--- src/rtl/pit_table.sv ---
`timescale 1ns/1ps
`default_nettype none
// +--------------------------------------------------------------------------+
// | Module : pit_table                                                        |
// | Desc   : Pending Interest Table ahead of the FIB; aggregates interests,   |
// |          matches returning data to pending entries, ages stale entries.   |
// | Rev    : 1.0  initial release                                             |
// +--------------------------------------------------------------------------+
module pit_table #(
  parameter int DEPTH    = 4,
  parameter int PREFIX_W = 64,
  parameter int LEN_W    = 6,
  parameter int LIFETIME = 200
) (
  input  logic                   clk,
  input  logic                   rst,
  input  logic                   int_valid,
  output logic                   int_ready,
  input  logic [PREFIX_W-1:0]    int_prefix,
  input  logic [LEN_W-1:0]       int_len,
  output logic                   int_dup,
  output logic                   int_nack,
  output logic                   fib_send,
  output logic [PREFIX_W-1:0]    fib_prefix,
  output logic [LEN_W-1:0]       fib_len,
  input  logic                   fib_accept,
  input  logic                   fib_rejected,
  input  logic                   hdr_valid,
  output logic                   hdr_ready,
  input  logic [PREFIX_W-1:0]    hdr_prefix,
  input  logic [LEN_W-1:0]       hdr_len,
  input  logic                   byte_valid,
  output logic                   byte_ready,
  input  logic [7:0]             byte_in,
  input  logic                   byte_last,
  output logic                   out_valid,
  output logic [7:0]             out_byte,
  output logic                   out_last,
  output logic                   expired,
  output logic [$clog2(DEPTH):0] pit_count
);

  localparam int         c_IDX_W = $clog2(DEPTH);
  localparam int         c_CNT_W = $clog2(DEPTH) + 1;
  localparam logic [7:0] c_LIFE  = 8'(LIFETIME);

  typedef enum logic [2:0] {
    S_IDLE        = 3'd0,
    S_INT_LOOKUP  = 3'd1,
    S_FIB_SEND    = 3'd2,
    S_FIB_WAIT    = 3'd3,
    S_DATA_LOOKUP = 3'd4,
    S_DATA_FWD    = 3'd5,
    S_DATA_DROP   = 3'd6
  } state_t;

  state_t                r_state, w_state_nxt;
  logic                  r_live;
  logic [DEPTH-1:0]      r_valid, w_valid_nxt;
  logic [PREFIX_W-1:0]   r_ent_prefix [DEPTH];
  logic [LEN_W-1:0]      r_ent_len    [DEPTH];
  logic [7:0]            r_timer      [DEPTH];
  logic [7:0]            w_timer_nxt  [DEPTH];
  logic [PREFIX_W-1:0]   r_key_prefix;
  logic [LEN_W-1:0]      r_key_len;
  logic [c_IDX_W-1:0]    r_sel_idx;
  logic [PREFIX_W-1:0]   r_fib_prefix;
  logic [LEN_W-1:0]      r_fib_len;
  logic                  r_out_valid, r_out_last, r_expired;
  logic [7:0]            r_out_byte;
  logic [c_CNT_W-1:0]    r_count, w_count_nxt;

  logic [DEPTH-1:0]      w_match, w_refresh, w_alloc, w_consume, w_release, w_frozen;
  logic                  w_hit, w_free, w_expire_any, w_fib_busy, w_idle_rdy;
  logic [c_IDX_W-1:0]    w_hit_idx, w_free_idx;
  logic                  w_hdr_acc, w_int_acc, w_byte_acc, w_fwd_acc;

  // r_live keeps the handshakes closed while reset is held and for the first edge after it.
  assign w_idle_rdy = r_live && (r_state == S_IDLE);
  assign hdr_ready  = w_idle_rdy;
  assign int_ready  = w_idle_rdy && !hdr_valid;
  assign byte_ready = (r_state == S_DATA_FWD) || (r_state == S_DATA_DROP);
  assign w_hdr_acc  = hdr_valid && hdr_ready;
  assign w_int_acc  = int_valid && int_ready;
  assign w_byte_acc = byte_valid && byte_ready;
  assign w_fwd_acc  = w_byte_acc && (r_state == S_DATA_FWD);
  assign w_fib_busy = (r_state == S_FIB_SEND) || (r_state == S_FIB_WAIT);

  for (genvar gi = 0; gi < DEPTH; gi++) begin : g_entry
    assign w_match[gi]   = r_valid[gi] && (r_ent_prefix[gi] == r_key_prefix) &&
                           (r_ent_len[gi] == r_key_len);
    assign w_refresh[gi] = (r_state == S_INT_LOOKUP) && w_hit && (w_hit_idx == c_IDX_W'(gi));
    assign w_alloc[gi]   = (r_state == S_INT_LOOKUP) && !w_hit && w_free &&
                           (w_free_idx == c_IDX_W'(gi));
    assign w_consume[gi] = (r_state == S_DATA_LOOKUP) && w_hit && (w_hit_idx == c_IDX_W'(gi));
    assign w_release[gi] = (r_state == S_FIB_WAIT) && fib_rejected && (r_sel_idx == c_IDX_W'(gi));
    assign w_frozen[gi]  = w_fib_busy && (r_sel_idx == c_IDX_W'(gi));
  end

  // Descending scan so the lowest index wins.
  always_comb begin
    w_hit      = 1'b0;
    w_hit_idx  = '0;
    w_free     = 1'b0;
    w_free_idx = '0;
    for (int i = DEPTH - 1; i >= 0; i--) begin
      if (w_match[i]) begin
        w_hit     = 1'b1;
        w_hit_idx = c_IDX_W'(i);
      end
      if (!r_valid[i]) begin
        w_free     = 1'b1;
        w_free_idx = c_IDX_W'(i);
      end
    end
  end

  always_comb begin
    w_state_nxt = r_state;
    int_dup     = 1'b0;
    int_nack    = 1'b0;
    fib_send    = 1'b0;
    case (r_state)
      S_IDLE: begin
        if (w_hdr_acc)      w_state_nxt = S_DATA_LOOKUP;
        else if (w_int_acc) w_state_nxt = S_INT_LOOKUP;
      end
      S_INT_LOOKUP: begin
        int_dup     = w_hit;
        int_nack    = !w_hit && !w_free;
        w_state_nxt = (!w_hit && w_free) ? S_FIB_SEND : S_IDLE;
      end
      S_FIB_SEND: begin
        fib_send    = 1'b1;
        w_state_nxt = S_FIB_WAIT;
      end
      S_FIB_WAIT: begin
        int_nack = fib_rejected;
        if (fib_rejected || fib_accept) w_state_nxt = S_IDLE;
      end
      S_DATA_LOOKUP: w_state_nxt = w_hit ? S_DATA_FWD : S_DATA_DROP;
      S_DATA_FWD, S_DATA_DROP: begin
        if (w_byte_acc && byte_last) w_state_nxt = S_IDLE;
      end
      default: w_state_nxt = S_IDLE;
    endcase
  end

  // Lookup actions take priority over ageing, so a last-cycle refresh or hit never expires.
  always_comb begin
    w_valid_nxt  = r_valid;
    w_expire_any = 1'b0;
    for (int i = 0; i < DEPTH; i++) begin
      w_timer_nxt[i] = r_timer[i];
      if (w_refresh[i] || w_alloc[i]) begin
        w_valid_nxt[i] = 1'b1;
        w_timer_nxt[i] = c_LIFE;
      end else if (w_consume[i] || w_release[i]) begin
        w_valid_nxt[i] = 1'b0;
        w_timer_nxt[i] = '0;
      end else if (r_valid[i] && !w_frozen[i]) begin
        if (r_timer[i] == 8'd1) begin
          w_valid_nxt[i] = 1'b0;
          w_timer_nxt[i] = '0;
          w_expire_any   = 1'b1;
        end else begin
          w_timer_nxt[i] = r_timer[i] - 8'd1;
        end
      end
    end
  end

  always_comb begin
    w_count_nxt = '0;
    for (int i = 0; i < DEPTH; i++) w_count_nxt = w_count_nxt + c_CNT_W'(w_valid_nxt[i]);
  end

  always_ff @(posedge clk or negedge rst) begin
    if (!rst) r_state <= S_IDLE;
    else      r_state <= w_state_nxt;
  end

  always_ff @(posedge clk or negedge rst) begin
    if (!rst) begin
      r_live       <= 1'b0;
      r_valid      <= '0;
      for (int i = 0; i < DEPTH; i++) r_timer[i] <= '0;
      r_key_prefix <= '0;
      r_key_len    <= '0;
      r_sel_idx    <= '0;
      r_fib_prefix <= '0;
      r_fib_len    <= '0;
      r_out_valid  <= 1'b0;
      r_out_byte   <= '0;
      r_out_last   <= 1'b0;
      r_expired    <= 1'b0;
      r_count      <= '0;
    end else begin
      r_live  <= 1'b1;
      r_valid <= w_valid_nxt;
      for (int i = 0; i < DEPTH; i++) r_timer[i] <= w_timer_nxt[i];
      if (w_hdr_acc) begin
        r_key_prefix <= hdr_prefix;
        r_key_len    <= hdr_len;
      end else if (w_int_acc) begin
        r_key_prefix <= int_prefix;
        r_key_len    <= int_len;
      end
      if ((r_state == S_INT_LOOKUP) && !w_hit && w_free) begin
        r_sel_idx    <= w_free_idx;
        r_fib_prefix <= r_key_prefix;
        r_fib_len    <= r_key_len;
      end
      r_out_valid <= w_fwd_acc;
      r_out_last  <= w_fwd_acc && byte_last;
      if (w_fwd_acc) r_out_byte <= byte_in;
      r_expired <= w_expire_any;
      r_count   <= w_count_nxt;
    end
  end

  // Key storage is qualified by r_valid, so it needs no reset.
  always_ff @(posedge clk) begin
    for (int i = 0; i < DEPTH; i++) begin
      if (w_alloc[i]) begin
        r_ent_prefix[i] <= r_key_prefix;
        r_ent_len[i]    <= r_key_len;
      end
    end
  end

  assign fib_prefix = r_fib_prefix;
  assign fib_len    = r_fib_len;
  assign out_valid  = r_out_valid;
  assign out_byte   = r_out_byte;
  assign out_last   = r_out_last;
  assign expired    = r_expired;
  assign pit_count  = r_count;

endmodule
`default_nettype wire

--- config.mk ---
export PLATFORM = sky130hd
export DESIGN_NAME = pit_table
export DESIGN_NICKNAME = d
export VERILOG_FILES = /design/src/rtl/pit_table.sv
export SDC_FILE = /design/constraint.sdc
export NUM_CORES = 1
export LEC_CHECK = 0
export ABC_AREA = 1
export ABC_CLOCK_PERIOD_IN_PS = 10800
export BUFFER_PORTS_ARGS = -buffer_cell sky130_fd_sc_hd__buf_2
export CAP_MARGIN = 20
export CORE_MARGIN = 4
export CORE_UTILIZATION = 55
export DETAILED_ROUTE_END_ITERATION = 12
export PLACE_DENSITY = 0.86
export SLEW_MARGIN = 0
export SYNTH_ARGS = -nofsm -noshare
export SYNTH_HDL_FRONTEND = slang
export SYNTH_SLANG_ARGS = --single-unit
--- constraint.sdc ---
create_clock -name clk -period 10.8 [get_ports clk]
set_clock_uncertainty 0.2 [all_clocks]
set_input_delay 0.54 -clock clk [delete_from_list [all_inputs] [get_ports clk]]
set_output_delay 0.54 -clock clk [all_outputs]
set_load 0.02 [all_outputs]
==> summary.txt <==
CTS
  – CTS tree: done
  – Root buffer cell: clkbuf_16
  – Num Clock Sinks: roughly 480
  – Maximum root-to-sink buffer count: 3
  – H-tree depth: 2
  – Post-cts sizing count: 0
  – Clk pin slew, worst setup/hold paths: 0.06 ns
  – CTS Buf Count: 50
  – Clock Latency Late Sink: 0.60 ns

Power and ir drop
  – Total Power: between 7000 and 8000 uW
  – Worst VDD drop: 0.0002249 V
  – Cell leakage power: 0.01304 uW
  – PD cells: ~290 nW/um^2

Timing
  – F_max: roughly 210 MHz
  – Hold violation count in the final report: 0
  – Slew @ Worst Pin: between 0.9 and 1 ns
  – Crit path time final: 4.821 ns
  – Fin crit share: 44.64%
  – RSZ-0062 raised after global routing: false
  – Slew Limit Headroom: 34.98%
  – Final setup viols: 0
  – Setup TNS: 0 ns
  – Max-slew violations: 0

Die
  – Core Region: 42230 um^2
  – Die Y: 215.3 um
  – Row cnt: 75
  – Die area: 46340 um^2
  – Initial Util: 55.96%
  – Die width: 215.3 um
  – IO Pins: 246

Detailed routing
  – Routed wire per std cell: between 20 and 30 um
  – DRC: 0
  – DR vias/cell: 5.941
  – DR iter-0 viols: 3335
  – Vias: 21.77k
  – DRT Pass-1 Iters: 8
  – Detailed Route WL: between 90000 and 100000 um
  – DRT antenna net count: 0

Global route
  – Vias in the first global route: 20.76k
  – Grt ovf: 0
  – Pin count of the biggest net entering global routing: 87
  – GR Util met2: 64.61%
  – First-pass GRT wire length: roughly 140000 um
  – Met1 layer usage reported by global route: 52.97%
  – M3 GR Usage: approximately 7.5%
  – Initial antenna violation count: 5
  – Global routing's busiest layer: met2
  – Total GRT Usage: 40.11%

Run
  – Max_cap viols: 0

Place
  – Dpl hpwl: 73630 um
  – Routability congestion estimate: 1.124
  – Input/output buffers: about 250
  – Dpl cells: 3546

Setup path
  – Flop-to-flop setup slack: roughly 6 ns
  – Arrival time at the worst endpoint: a little under 5 ns
  – CP max-delay cell: buf_4
  – Bufs and invs on worst path: 3
  – Critical R2R Capture: r_ent_prefix[2][51]$_DFFE_PP_
  – CP endpoint: r_ent_prefix[2][51]$_DFFE_PP_
  – Worst reg2reg startpoint: r_key_prefix[60]$_DFFE_PN0P_
  – Critical path capture point type: flip-flop
  – CP startpoint: r_key_prefix[60]$_DFFE_PN0P_
  – Crit-path cells: inv_2, nand2_1, nand2_1, nor2_1, nand2_1, nor2_1, nand2_1, nor2_1, nand3_2, nand2_2, nor2_4, nand2_4, nor2_1, nand2_2, inv_2, buf_4
  – Critical Path RT: around 11 ns
  – CP Launch Type: flip-flop
  – Cell family with most CP delay: simple AND/OR/NAND/NOR gates
  – Critical Path Stages: 16
  – Crit-path max cell delay: 0.77 ns
  – Crit Path Category: flip-flop to flip-flop
  – Largest fanout on the critical path: 61
  – R2R cell count: 16

Synth
  – Post-synth top area share: 35.58%
  – Ys Warns: 0
  – Post-synth top area cell: edfxtp_1
  – Syn_nets: 2967
  – Post-synth top flop: edfxtp_1
  – Mapped Area: 23630 um^2
  – Synth top area cells: edfxtp_1 (36%), dfrtp_1 (21%), nand2_1 (15%)
  – Top-count cell post-synth: nand2_1
  – Synth cell count leaders: nand2_1 (931), nor2_1 (337), inv_1 (311), edfxtp_1 (280), dfrtp_1 (196)
  – Number of synthesized register bits: about 480
  – Number of synthesized flops with an enable pin: 280
  – Syn Inst Count: ~2.8k
  – Sequential fraction of the synthesis area: 56.34%
  – Post-Syn Area per Cell: between 8 and 9 um^2
  – Ys async rst share: 41.18%
  – Netlist cell types: 53

Outcome
  – Status: finished clean

Layout
  – Area delta synth->final: 15.76%
  – Final net count: 3250
  – Non-filler cells, final: 3664
  – Final core occ: 64.78%
  – Layout cells sized above 1: ~14%

Min path
  – Hold Crit Class: input pin to flip-flop
==> cell type report <==
type | instances | area, um^2
Antenna cell | 1 | 2.502
Clock buffer | 80 | 1572
Clock inverter | 13 | 97.59
Fill cell | 3419 | 14870
Inverter | 382 | 1434
Multi-Input combinational cell | 1891 | 8666
Sequential cell | 476 | 13310
Tap cell | 539 | 674.4
Timing Repair Buffer | 282 | 1595
==> cell usage in the layout, fill, tap and decap left out, drive strengths merged, types with 72 or more instances in the layout <==
cell type,count
buf,258
clkbuf,81
dfrtp,196
edfxtp,280
inv,381
nand2,937
nand4,81
nor2,344
o21ai,187
o22ai,72
==> power by group <==
| part | switching [uW] | internal (uW) |
|---|---|---|
| logic | 2260 | 806 |
| clock network | 754 | 1020 |
| registers | 545 | 2510 |
==> stage by stage <==
step / setup slack, ns / cell area (um^2) / hold WS, ns
2_1_floorplan: 6.632 / 23630 / 0.04441
3_3_place_gp: 5.852 / 25410 / 0.2490
3_5_place_dp: 6.152 / 25430 / 0.2578
4_1_cts: 6.092 / 27330 / 0.002948
5_1_grt: 5.769 / 27350 / 0.02454
6_report: 5.979 / 27350 / 0.01639
==> cell families (layout without fill, tap and decap cells) <==
logic type	count (synthesis)	in the layout	share of synthesized area [%]
compound gates	292	292	6.879
simple gates	1527	1527	26.85
fa+ha+maj	11	11	0.6142
flops	476	476	56.34
mux	1	1	0.04236
other cells	1	2	0.01587
buf+inv	433	757	7.069
xor+xnor	59	59	2.187
==> flip-flops by register name (all words and copies together) (netlist names) <==
name,flops
r_ent_prefix,256
fib_prefix,64
r_key_prefix,64
r_timer,32
r_ent_len,24
out_byte,8
fib_len,6
r_key_len,6
r_valid,4
pit_count,3
r_state,3
r_sel_idx,2
expired,1
out_last,1
out_valid,1
r_live,1
==> repair_timing <==
item / 4_1_cts / 5_1_grt
hold endpoints to repair: 86 / 0
endpoints found under the setup margin: 0 / 0
setup buffers: 0 / 0
hold buffers: 23 / 0
==> how the worst min path moves through the flow <==
stage,startpoint,end,slack [ns],depth (start not counted)
after global placement,out_byte[6]$_DFFE_PN0P_,out_byte[6]$_DFFE_PN0P_,0.25,2
after CTS,hdr_len[1],r_key_len[1]$_DFFE_PN0P_,0.003,3
after global routing,hdr_prefix[47],r_key_prefix[47]$_DFFE_PN0P_,0.02,3
after floorplan,rst,expired$_DFF_PN0_,0.04,0
after detailed placement,out_byte[7]$_DFFE_PN0P_,out_byte[7]$_DFFE_PN0P_,0.26,2
final,hdr_prefix[21],r_key_prefix[21]$_DFFE_PN0P_,0.02,3
==> per-layer routing <==
layer  part of all wire [%]  vias up
met2                     46     1445
met3                     10      257
met5                  0.028        -
met1                     38    10370
li1                       -     9693
met4                    5.7        4
==> worst register-to-register path, delay by kind of cell (launching register included) <==
kind,cells,cell delay [ns]
buffers and inverters,3,1.68
AND/OR/NAND/NOR,13,1.93
flip-flops,1,0.58
Power figures use the tool's default switching activity.
